$ cat src/rtl/serial_adder_ctrl_if.sv
// Request/result bundle between a requester and serial_adder_ctrl.
// The sub input exists only when SERIAL_ADDER_SUB_EN is defined.
interface serial_adder_ctrl_if #(
  parameter int WIDTH = 8
);
  logic             start;
  logic [WIDTH-1:0] a;
  logic [WIDTH-1:0] b;
  logic             busy;
  logic             done;
  logic [WIDTH-1:0] sum;
  logic             cout;
`ifdef SERIAL_ADDER_SUB_EN
  logic             sub;
`endif

  modport master (
    output start, output a, output b,
    input  busy,  input  done, input sum, input cout
`ifdef SERIAL_ADDER_SUB_EN
    , output sub
`endif
  );

  modport slave (
    input  start, input  a,    input  b,
    output busy,  output done, output sum, output cout
`ifdef SERIAL_ADDER_SUB_EN
    , input sub
`endif
  );
endinterface

$ cat src/rtl/serial_adder_ctrl.sv
// Bit-serial WIDTH-bit adder: one full-adder slice (two half adders) reused LSB first.
// Define SERIAL_ADDER_SUB_EN to add a sub input that computes A-B instead of A+B.
module half_adder (
  input  logic x_i,
  input  logic y_i,
  output logic s_o,
  output logic c_o
);
  assign s_o = x_i ^ y_i;
  assign c_o = x_i & y_i;
endmodule

module serial_adder_ctrl #(
  parameter int WIDTH = 8
) (
  input logic               clk,
  input logic               rst,
  serial_adder_ctrl_if.slave bus
);
  localparam int CNT_W = (WIDTH > 1) ? $clog2(WIDTH) : 1;

  typedef enum logic [1:0] {IDLE, RUN, DONE} state_e;

  state_e           state_q, state_d;
  logic [CNT_W-1:0] cnt_q, cnt_d;
  logic [WIDTH-1:0] a_q, a_d, b_q, b_d;
  logic [WIDTH-1:0] res_q, res_d, sum_q, sum_d;
  logic             carry_q, carry_d, cout_q, cout_d;
  logic             ha0_s, ha0_c, ha1_c, slice_s, slice_c;
  logic             cin;

`ifdef SERIAL_ADDER_SUB_EN
  // Two's-complement subtract: invert B on load and inject a carry of 1.
  assign cin = bus.sub;
`else
  assign cin = 1'b0;
`endif

  half_adder u_ha0 (.x_i(a_q[0]), .y_i(b_q[0]),  .s_o(ha0_s),   .c_o(ha0_c));
  half_adder u_ha1 (.x_i(ha0_s),  .y_i(carry_q), .s_o(slice_s), .c_o(ha1_c));
  assign slice_c = ha0_c | ha1_c;

  // NOTE: every signal gets its hold value before the case so no path leaves it unassigned (no latches).
  always_comb begin
    state_d = state_q;
    cnt_d   = cnt_q;
    a_d     = a_q;
    b_d     = b_q;
    res_d   = res_q;
    carry_d = carry_q;
    sum_d   = sum_q;
    cout_d  = cout_q;
    case (state_q)
      IDLE, DONE: begin
        if (bus.start) begin
          state_d = RUN;
          a_d     = bus.a;
          b_d     = cin ? ~bus.b : bus.b;
          carry_d = cin;
          cnt_d   = '0;
          res_d   = '0;
        end else begin
          state_d = IDLE;
        end
      end
      RUN: begin
        res_d   = {slice_s, res_q[WIDTH-1:1]};
        a_d     = a_q >> 1;
        b_d     = b_q >> 1;
        carry_d = slice_c;
        cnt_d   = cnt_q + 1'b1;
        // Results become visible only here, so partial sums never reach the outputs.
        if (cnt_q == CNT_W'(WIDTH - 1)) begin
          state_d = DONE;
          sum_d   = {slice_s, res_q[WIDTH-1:1]};
          cout_d  = slice_c;
        end
      end
      default: state_d = IDLE;
    endcase
  end

  // NOTE: sequential state uses non-blocking assignments so all flops update from pre-edge values.
  always_ff @(posedge clk) begin
    if (rst) begin
      state_q <= IDLE;
      cnt_q   <= '0;
      a_q     <= '0;
      b_q     <= '0;
      res_q   <= '0;
      carry_q <= 1'b0;
      sum_q   <= '0;
      cout_q  <= 1'b0;
    end else begin
      state_q <= state_d;
      cnt_q   <= cnt_d;
      a_q     <= a_d;
      b_q     <= b_d;
      res_q   <= res_d;
      carry_q <= carry_d;
      sum_q   <= sum_d;
      cout_q  <= cout_d;
    end
  end

  assign bus.busy = (state_q == RUN);
  assign bus.done = (state_q == DONE);
  assign bus.sum  = sum_q;
  assign bus.cout = cout_q;
endmodule

$ cat src/flat_wrapper.sv
// flat-port wrapper written by rule: the top's interface ports become plain ports
module serial_adder_ctrl_flat 
#(
  parameter int WIDTH = 8
)
  (clk, rst, bus_start, bus_a, bus_b, bus_busy, bus_done, bus_sum, bus_cout);
  serial_adder_ctrl_if #(.WIDTH(WIDTH)) bus_i ();
  input logic clk;
  input logic rst;
  input wire logic [$bits(bus_i.start)-1:0] bus_start;
  input wire logic [$bits(bus_i.a)-1:0] bus_a;
  input wire logic [$bits(bus_i.b)-1:0] bus_b;
  output wire logic [$bits(bus_i.busy)-1:0] bus_busy;
  output wire logic [$bits(bus_i.done)-1:0] bus_done;
  output wire logic [$bits(bus_i.sum)-1:0] bus_sum;
  output wire logic [$bits(bus_i.cout)-1:0] bus_cout;
  assign bus_i.start = bus_start;
  assign bus_i.a = bus_a;
  assign bus_i.b = bus_b;
  assign bus_busy = bus_i.busy;
  assign bus_done = bus_i.done;
  assign bus_sum = bus_i.sum;
  assign bus_cout = bus_i.cout;
  serial_adder_ctrl #(.WIDTH(WIDTH)) u_core (.clk(clk), .rst(rst), .bus(bus_i));
endmodule
$ cat config.mk
export PLATFORM = sky130hd
export DESIGN_NAME = serial_adder_ctrl_flat
export DESIGN_NICKNAME = d
export VERILOG_FILES = /design/src/rtl/serial_adder_ctrl_if.sv /design/src/rtl/serial_adder_ctrl.sv /design/src/flat_wrapper.sv
export SDC_FILE = /design/constraint.sdc
export NUM_CORES = 1
export LEC_CHECK = 0
export CAP_MARGIN = 15
export CORE_MARGIN = 2
export CORE_UTILIZATION = 46
export DETAILED_ROUTE_END_ITERATION = 8
export GPL_TIMING_DRIVEN = 0
export PLACE_DENSITY = 0.72
export SLEW_MARGIN = 30
export SYNTH_ARGS = -nofsm -noshare
export SYNTH_HDL_FRONTEND = slang
export SYNTH_SLANG_ARGS = --single-unit
$ cat constraint.sdc
create_clock -name clk -period 1.2 [get_ports clk]
set_input_delay 0.24 -clock clk [delete_from_list [all_inputs] [get_ports clk]]
set_output_delay 0.24 -clock clk [all_outputs]
set_load 0.01 [all_outputs]
==> impl_metrics.ini, run 1 <==
[global_routing]
grt_pass1_vias = 1503
grt.total_usage = 0.214
grt_max_degree = 13
grt-ovfl-total = 0
antenna_found_initial = 0
grt_pass1_wl_um = 6560

[worst_setup_path]
cp-end-kind = output port
start_kind = flip-flop
cp_slowest_cell = dfxtp_2
max_stage_delay_ns = 0.34
worstPathArrival_ns = 1.10
path_cells = nand2b_4 -> inv_4 -> buf_6 -> buf_6
critPathKind = reg -> out
worst-path-buf-inv = 3
required_ns = 0.96
cp_common_cell = buf_6
worstPathMaxFanout = 2
critical_path.top_delay_family = flip-flops

[pwr]
worst_ir_drop_vdd_uv = 724
leakagePower_uw = 0.000916
power_frac_seq = 0.499
power.switching_uw = 731
power_density_nw_per_um2 = 1110
p_clk_frac = 0.322
switching_share = 0.268
p_comb_frac = 0.179
internal_power_uw = 2000

[clocking]
cts_sinks = 38
cts_buffers = 5
cts-root-buf = clkbuf_4
worstSkewPairLatency_ns = 0.36
h-tree-depth = 2
cts_tree = done
ctsHoldBuffers = 0
clockBufferDepth = 2
path_clk_slew_ns = 0.12

[sta]
setup_viol = 13
worst_slack_ns = -0.136
rsz0062_at_grt = yes
period_share = 1.11
finalHoldViolations = 0
tightest_slew_ns = 0.624
skew_ns = 0.00774
max_freq_mhz = 749
finalMaxSlewViolations = 0
period_needed_ns = 1.34
relSlewSlack = 0.584

[synth]
synth_compound_area_frac = 0.175
yosys-top-cells-area = dfxtp_1, nand2_1, a21oi_1, nand3_1, a311oi_2
syn-cell-area_um2 = 1590
avgSynthCellArea_um2 = 8.41
synth_seq_cells = 38
synth_top_cell_area_share = 0.479
yosysWarnings = 0
synth_top_family_by_area = simple AND/OR/NAND/NOR gates
synth_fa_ha_area_frac = 0.0283
synth-simple-area-share = 0.247
ys_seq_area_frac = 0.479
synth_xor_area_frac = 0
synth_cell_types = 18
synthMuxAreaShare = 0
synthCells = 189
syn-num-nets = 211
synth_top_cell_by_area = dfxtp_1

[route]
wl_per_cell_um = 14.4
viasPerCell = 5.44
num_vias = 1583
drt_iter0_markers = 71
first_pass_iters = 4
ant_nets = 0
drt_wl_total_um = 4200
drc = 0

[outcome]
status = complete, but fails checks
failed_checks = setup timing

[layout]
final_util = 0.734
antennaDiodeCount = 0
nNetsFinal = 266
syn_to_final_growth_pct = 54.2
drive_above_1_share = 0.445
design_area_um2 = 2450

[floorplan]
start_util = 0.476
core_um2 = 3340
die_area_um2 = 3940
pin_count = 30
rows = 21
die_h_um = 62.8
die_w_um = 62.8

[placed_design]
port_buffers = 28
place_area_um2 = 1930
dpl.hpwl_um = 2440
gp_congestion = 0.738

[run]
drv_cap = 0

[worst_hold_path]
hold_class = in -> reg
## per-layer routing
metal,GRT usage,vias up,part of all wire
met5,0,-,0
met4,0.111,0,0.028
met3,0.0613,14,0.051
met2,0.383,59,0.53
met1,0.226,750,0.39
li1,-,760,-
## cells by family (layout without fill, tap and decap cells)
logic type	count (synthesis)	after routing
AND/OR/NAND/NOR	93	93
flip-flops	38	38
AO/OA/AOI/OAI	37	37
buffers and inverters	18	74
adder cells (fa/ha/maj)	3	3
## cells in the final DEF, fill, tap and decap left out, types with 9 or more instances in the layout
cell / count
a311oi_2: 12
buf_4: 18
nand2_2: 9
nand2_4: 10
a21oi_1: 14
buf_6: 11
clkdlybuf4s50_1: 17
nand2_1: 30
nor2_1: 16
nand3_1: 22
dfxtp_1: 25
dfxtp_2: 12
## repair_timing
action                     in CTS  in global routing
setup endpoints to repair      32                 48
gates resized for setup        92                 32
pin swaps                      20                 17
buffers inserted                9                 11
gates cloned                    2                  1
## per-stage QoR
step	hold WS [ns]	setup TNS [ns]	std cells	setup slack, ns	total power (µW)
3_5_place_dp	0.450	-8.54	263	-0.486	1740
4_1_cts	0.339	-0.640	282	-0.204	2670
3_3_place_gp	0.444	-6.85	263	-0.483	1720
5_1_grt	0.381	-1.67	291	-0.166	2830
6_report	0.346	-0.535	291	-0.136	2730
2_1_floorplan	0.376	0	189	0.0236	1610
## Yosys cell counts (all sizes together)
master,number
nand2,49
nor2,16
nand3b,1
ha,2
fa,1
a311oi,14
nand3,22
a21oi,22
buf,13
clkbuf,4
inv,1
nand2b,3
dfxtp,38
o21a,1
nor2b,2
## registers in the layout, summed over array words and instances, names as in the netlist
register / cells
u_core.a_q: 8
u_core.b_q: 8
u_core.bus.sum: 8
u_core.res_q: 7
u_core.cnt_q: 3
u_core.state_q: 2
u_core.bus.cout: 1
u_core.carry_q: 1
## path summary, 6_finish.rpt
| path | startpoint | to | slack (ns) | depth (start not counted) |
|---|---|---|---|---|
| min reg2reg | u_core.bus.sum[2] | u_core.bus.sum[2] | 0.47 | 2 |
| min | rst | u_core.res_q[4] | 0.35 | 2 |
| max reg2reg | u_core.cnt_q[1] | u_core.bus.sum[4] | -0.06 | 7 |
| max | u_core.state_q[1] | bus_busy | -0.14 | 4 |
## cell type report
cell class,count,area [µm²]
multi-input cells,133,913
fillers,250,887
flip-flops and latches,38,779
repair buffers,49,468
plain buffers,16,148
well taps,46,57.6
clock inverters,3,40.0
clock buffers,5,37.5
inverters,1,6.26
## power groups by stage
stage               Sequential, µW  Clock, µW  Combinational (µW)
detailed placement            1390          0                 353
CTS                           1360        886                 421
floorplan                     1380          0                 237
global placement              1380          0                 341
global route                  1370        931                 525
finish                        1360        878                 489
Note: power is estimated with default switching activity, not from simulation.
==> run 2: changes to the inputs <==
CORE_MARGIN = 8   (was 2)
==> run 2 against run 1 <==
Via count is essentially flat. Clock-buffer cell count up 3. Clock skew fell by 0.0011 ns. Global-route usage decreased by 4.8 points. Utilization up 0.60 points. Register-to-register slack lost 0.07 ns. The run still ends with setup timing left.
==> impl_metrics.ini, run 2 (synthesis gave the netlist of run 1 again) <==
[floorplan]
die_h_um = 74.8
start_util = 0.476
core_um2 = 3340
rows = 21
die_w_um = 74.8
pin_count = 30
die_area_um2 = 5590

[route]
num_vias = 1582
first_pass_iters = 4
wl_per_cell_um = 15.8
drt_iter0_markers = 119
ant_nets = 0
viasPerCell = 5.47
drc = 0
drt_wl_total_um = 4560

[pwr]
switching_share = 0.273
power_frac_seq = 0.498
p_clk_frac = 0.305
total_power_uw = 2750
power_density_nw_per_um2 = 1110
leakagePower_uw = 0.000922
p_comb_frac = 0.197
internal_power_uw = 2000
worst_ir_drop_vdd_uv = 799
power.switching_uw = 750

[layout]
syn_to_final_growth_pct = 55.4
antennaDiodeCount = 0
layout_common_cells = dfxtp_1, nand2_2, nand3_1, nand2_1, clkdlybuf4s50_1
nNetsFinal = 264
design_area_um2 = 2470
drive_above_1_share = 0.506
final_common_cell = dfxtp_1
stdcell_count = 289

[worst_setup_path]
critical_path.top_delay_family = flip-flops
cp-end-kind = output port
cp-startpoint = u_core.state_q[1]
r2r-end = u_core.b_q[6]
cp.depth = 4
critPathKind = reg -> out
required_ns = 0.96
worst-path-buf-inv = 3
reg2reg_slack_ns = -0.13
worstPathMaxFanout = 3
start_kind = flip-flop
path_cells = nand2b_4 -> inv_4 -> buf_6 -> buf_6
reg2reg_from = u_core.state_q[0]
cp_common_cell = buf_6
crit_end = bus_busy
worst_r2r_path_depth = 6
max_stage_delay_ns = 0.35
worstPathArrival_ns = 1.10
cp_slowest_cell = dfxtp_2

[global_routing]
grt_pass1_vias = 1511
grt-ovfl-total = 0
antenna_found_initial = 0
grt_max_degree = 12
grt.total_usage = 0.166
grt_pass1_wl_um = 7110

[placed_design]
port_buffers = 28
dpl.hpwl_um = 2520
placed_cells = 263
place_area_um2 = 1930
gp_congestion = 0.779

[worst_hold_path]
hold_class = in -> reg

[clocking]
cts_buffers = 5
cts-root-buf = clkbuf_4
clockBufferDepth = 2
h-tree-depth = 2
path_clk_slew_ns = 0.11
worstSkewPairLatency_ns = 0.36
cts_tree = done
cts_sinks = 38

[sta]
worst_slack_ns = -0.144
skew_ns = 0.00663
tightest_slew_ns = 0.656
setup-tns-final_ns = -1.40
max_freq_mhz = 744
finalMaxSlewViolations = 0
setup_viol = 20
rsz0062_at_grt = yes
finalHoldViolations = 0
period_needed_ns = 1.34
relSlewSlack = 0.563
period_share = 1.12

[outcome]
status = complete, but fails checks
failed_checks = setup timing

[run]
drv_cap = 0
run 2: cell types whose count changed in the layout (fill, tap and decap cells not counted), sizes merged:
cell,delta
clkbuf,+7
bufinv,-1
clkinv,-2
buf,-1
clkdlybuf4s15,-5
run 2: worst min path at each step:
stage	cells past startpoint	to	slack [ns]	from
floorplan	2	u_core.a_q[7]	0.38	bus_a[7]
global placement	2	u_core.bus.sum[2]	0.44	u_core.bus.sum[2]
detailed placement	2	u_core.bus.sum[3]	0.45	u_core.bus.sum[3]
CTS	2	u_core.res_q[1]	0.35	rst
global route	2	u_core.res_q[1]	0.38	rst
finish	2	u_core.res_q[1]	0.37	rst
run 2: routing by layer:
| metal | wire (µm) | up-vias | GRT usage |
|---|---|---|---|
| met4 | 124 | 0 | 0.0609 |
| met5 | 0 | - | 0 |
| li1 | - | 753 | - |
| met3 | 286 | 13 | 0.0519 |
| met2 | 2360 | 58 | 0.286 |
| met1 | 1790 | 758 | 0.186 |
run 2: worst reg2reg max path: stages (launching register included):
cell,delay (ns)
dfxtp_4,0.38
buf_6,0.12
nor2b_1,0.12
buf_4,0.18
buf_6,0.13
nand2_4,0.05
a311oi_2,0.28
run 2: final cells by class:
| cell class | count | area, µm² |
|---|---|---|
| clock buffer | 8 | 78.8 |
| tap | 46 | 57.6 |
| multi-input combinational | 133 | 957 |
| buffer | 15 | 140 |
| timing repair buffer | 48 | 444 |
| inverter | 1 | 6.26 |
| sequential | 38 | 786 |
| fill | 265 | 867 |
run 2: timing repair:
item	CTS	global route
hold buffers	0	0
endpoints found under the setup margin	31	47
resized for setup	83	64
setup buffers	10	9
pin swaps	37	24
gates cloned	3	1
run 2: power by group through the flow:
stage | Combinational (µW) | Sequential, µW | Clock, µW
2_1_floorplan | 237 | 1380 | 0
3_3_place_gp | 341 | 1380 | 0
3_5_place_dp | 351 | 1390 | 0
4_1_cts | 472 | 1370 | 826
5_1_grt | 581 | 1370 | 909
6_report | 541 | 1370 | 838
run 2: metrics by stage:
stage	util	setup slack, ns	hold WS (ns)
after floorplan	-	0.0236	0.376
after global placement	0.577	-0.486	0.444
after detailed placement	0.577	-0.504	0.446
after CTS	0.694	-0.199	0.350
after global routing	0.740	-0.210	0.379
final	0.740	-0.144	0.365
==> run 3: changes to the inputs <==
SETUP_SLACK_MARGIN = 0.3   (was default)
==> run 3 against run 2 <==
The run still ends with setup timing left. Sequential cell count stayed put. Sequential share of layout area is 4.6 points lower. Final area grew 17%. Combinational power is 38% higher. Clock power grew 37%. Utilization increased by 13 points. Non-clock buffer count increased by 11. Via count grew 8.4%. Register-to-register slack got worse by 0.07 ns. Maximum frequency fell by 5.0%. Critical path type unchanged. Largest power group unchanged. Highest routed layer unchanged.
==> impl_metrics.ini, run 3 (synthesis gave the netlist of run 1 again) <==
[worst_setup_path]
start_kind = flip-flop
cp_slowest_cell = dfxtp_2
critPathKind = reg -> out
cp-end-kind = output port
max_stage_delay_ns = 0.34
reg2reg_slack_ns = -0.20
worst-path-buf-inv = 4
path_cells = nand2b_4 -> buf_8 -> inv_6 -> buf_6 -> buf_6
worst_r2r_path_depth = 8
worstPathMaxFanout = 3
worstPathArrival_ns = 1.17
r2r-end = u_core.res_q[4]
critical_path.top_delay_family = flip-flops
cp_common_cell = buf_6
cp.depth = 5
reg2reg_from = u_core.state_q[1]
required_ns = 0.96

[sta]
rsz0062_at_grt = yes
finalHoldViolations = 0
setup_viol = 39
tightest_slew_ns = 0.666
max_freq_mhz = 707
relSlewSlack = 0.556
skew_ns = 0.0108
setup-tns-final_ns = -4.13
finalMaxSlewViolations = 0
whs_ns = 0.370
period_needed_ns = 1.41
worst_slack_ns = -0.214
period_share = 1.18

[route]
ant_nets = 0
wl_per_cell_um = 19.4
drc = 0
num_vias = 1715
viasPerCell = 5.72
first_pass_iters = 4
drt_iter0_markers = 160
drt_wl_total_um = 5810

[pwr]
switching_share = 0.275
worst_ir_drop_vdd_uv = 766
power.switching_uw = 901
leakagePower_uw = 0.00105
p_clk_frac = 0.351
internal_power_uw = 2380
p_comb_frac = 0.227
power_frac_seq = 0.422
power_density_nw_per_um2 = 1140

[placed_design]
gp_congestion = 0.784
dpl.hpwl_um = 2760
port_buffers = 28

[clocking]
path_clk_slew_ns = 0.13
ctsHoldBuffers = 0
worstSkewPairLatency_ns = 0.37
cts_sinks = 38
cts_buffers = 5
cts_tree = done
cts-root-buf = clkbuf_4
clockBufferDepth = 2
h-tree-depth = 2

[layout]
layout_common_cells = nand2_1, dfxtp_1, buf_6, clkdlybuf4s50_1, a311oi_2
antennaDiodeCount = 0
layout.area.seq_um2 = 787
multiInputGateArea_um2 = 1060
nNetsFinal = 275
syn_to_final_growth_pct = 81.8
drive_above_1_share = 0.591
final_common_cell = nand2_1
nFillCells = 162

[outcome]
status = complete, but fails checks
failed_checks = setup timing

[global_routing]
grt_max_degree = 14
grt_pass1_vias = 1599
grt_pass1_wl_um = 7600
grt.total_usage = 0.184
antenna_found_initial = 0
grt-ovfl-total = 0

[floorplan]
die_h_um = 74.8
die_w_um = 74.8
rows = 21
die_area_um2 = 5590
core_um2 = 3340
start_util = 0.476
pin_count = 30

[worst_hold_path]
hold_depth = 2
min_to = u_core.res_q[3]
hold_class = in -> reg
min_from = rst

[run]
drv_cap = 0
==> run 3: changes by cell type in the layout (fill, tap and decap cells not counted), moves of 4 or more <==
cell	change
buf_8	+7
dfxtp_2	+4
nor2_2	+5
nand3_1	-11
nand3_2	+10
nor2_1	-12
nor2_4	+7
clkbuf_2	-5
nand2_2	-12
buf_6	+5
buf_16	+4
nand2_1	+15
==> run 3: repair_timing <==
item / CTS / global route
cloned: 6 / 2
endpoints found under the setup margin: 49 / 49
buffers inserted: 14 / 7
resized for setup: 114 / 37
pin swaps: 12 / 14
==> run 3: power groups by stage <==
| stage | clock network (µW) | logic, µW | registers, µW |
|---|---|---|---|
| floorplan | 0 | 291 | 1380 |
| global placement | 0 | 400 | 1390 |
| detailed placement | 0 | 412 | 1390 |
| CTS | 1120 | 630 | 1370 |
| global route | 1190 | 781 | 1390 |
| finish | 1150 | 745 | 1390 |
==> run 3: final cells by class <==
class	count	share of cell area
multi-input combinational	133	0.366
sequential	38	0.272
tap	46	0.0199
clock buffer	5	0.0130
timing repair buffer	57	0.236
clock inverter	3	0.0238
inverter	1	0.00303
buffer	17	0.0658
==> run 3: per-stage QoR <==
| step | util | instance area (µm²) | cells | worst slack, ns | power (µW) |
|---|---|---|---|---|---|
| 6_report | 0.866 | 2890 | 300 | -0.214 | 3280 |
| 5_1_grt | 0.866 | 2890 | 300 | -0.253 | 3360 |
| 4_1_cts | 0.789 | 2630 | 291 | -0.209 | 3120 |
| 3_5_place_dp | 0.627 | 2090 | 263 | -0.432 | 1800 |
| 3_3_place_gp | 0.627 | 2090 | 263 | -0.389 | 1790 |
| 2_1_floorplan | - | 1760 | 189 | 0.102 | 1670 |
==> run 3: layer usage <==
metal | GRT usage | up-vias | routed length, µm
met5 | 0 | - | 0
met4 | 0.0935 | 0 | 143
met3 | 0.0559 | 17 | 382
met2 | 0.326 | 95 | 2980
met1 | 0.190 | 824 | 2300
li1 | - | 779 | -
==> run 3: how the worst max path moves through the flow <==
stage | slack, ns | startpoint | end
after floorplan | 0.10 | u_core.carry_q | u_core.bus.sum[7]
after global placement | -0.39 | bus_start | u_core.b_q[0]
after detailed placement | -0.43 | bus_start | u_core.a_q[4]
after CTS | -0.21 | u_core.state_q[1] | bus_busy
after global routing | -0.25 | u_core.state_q[1] | bus_busy
final | -0.21 | u_core.state_q[1] | bus_busy
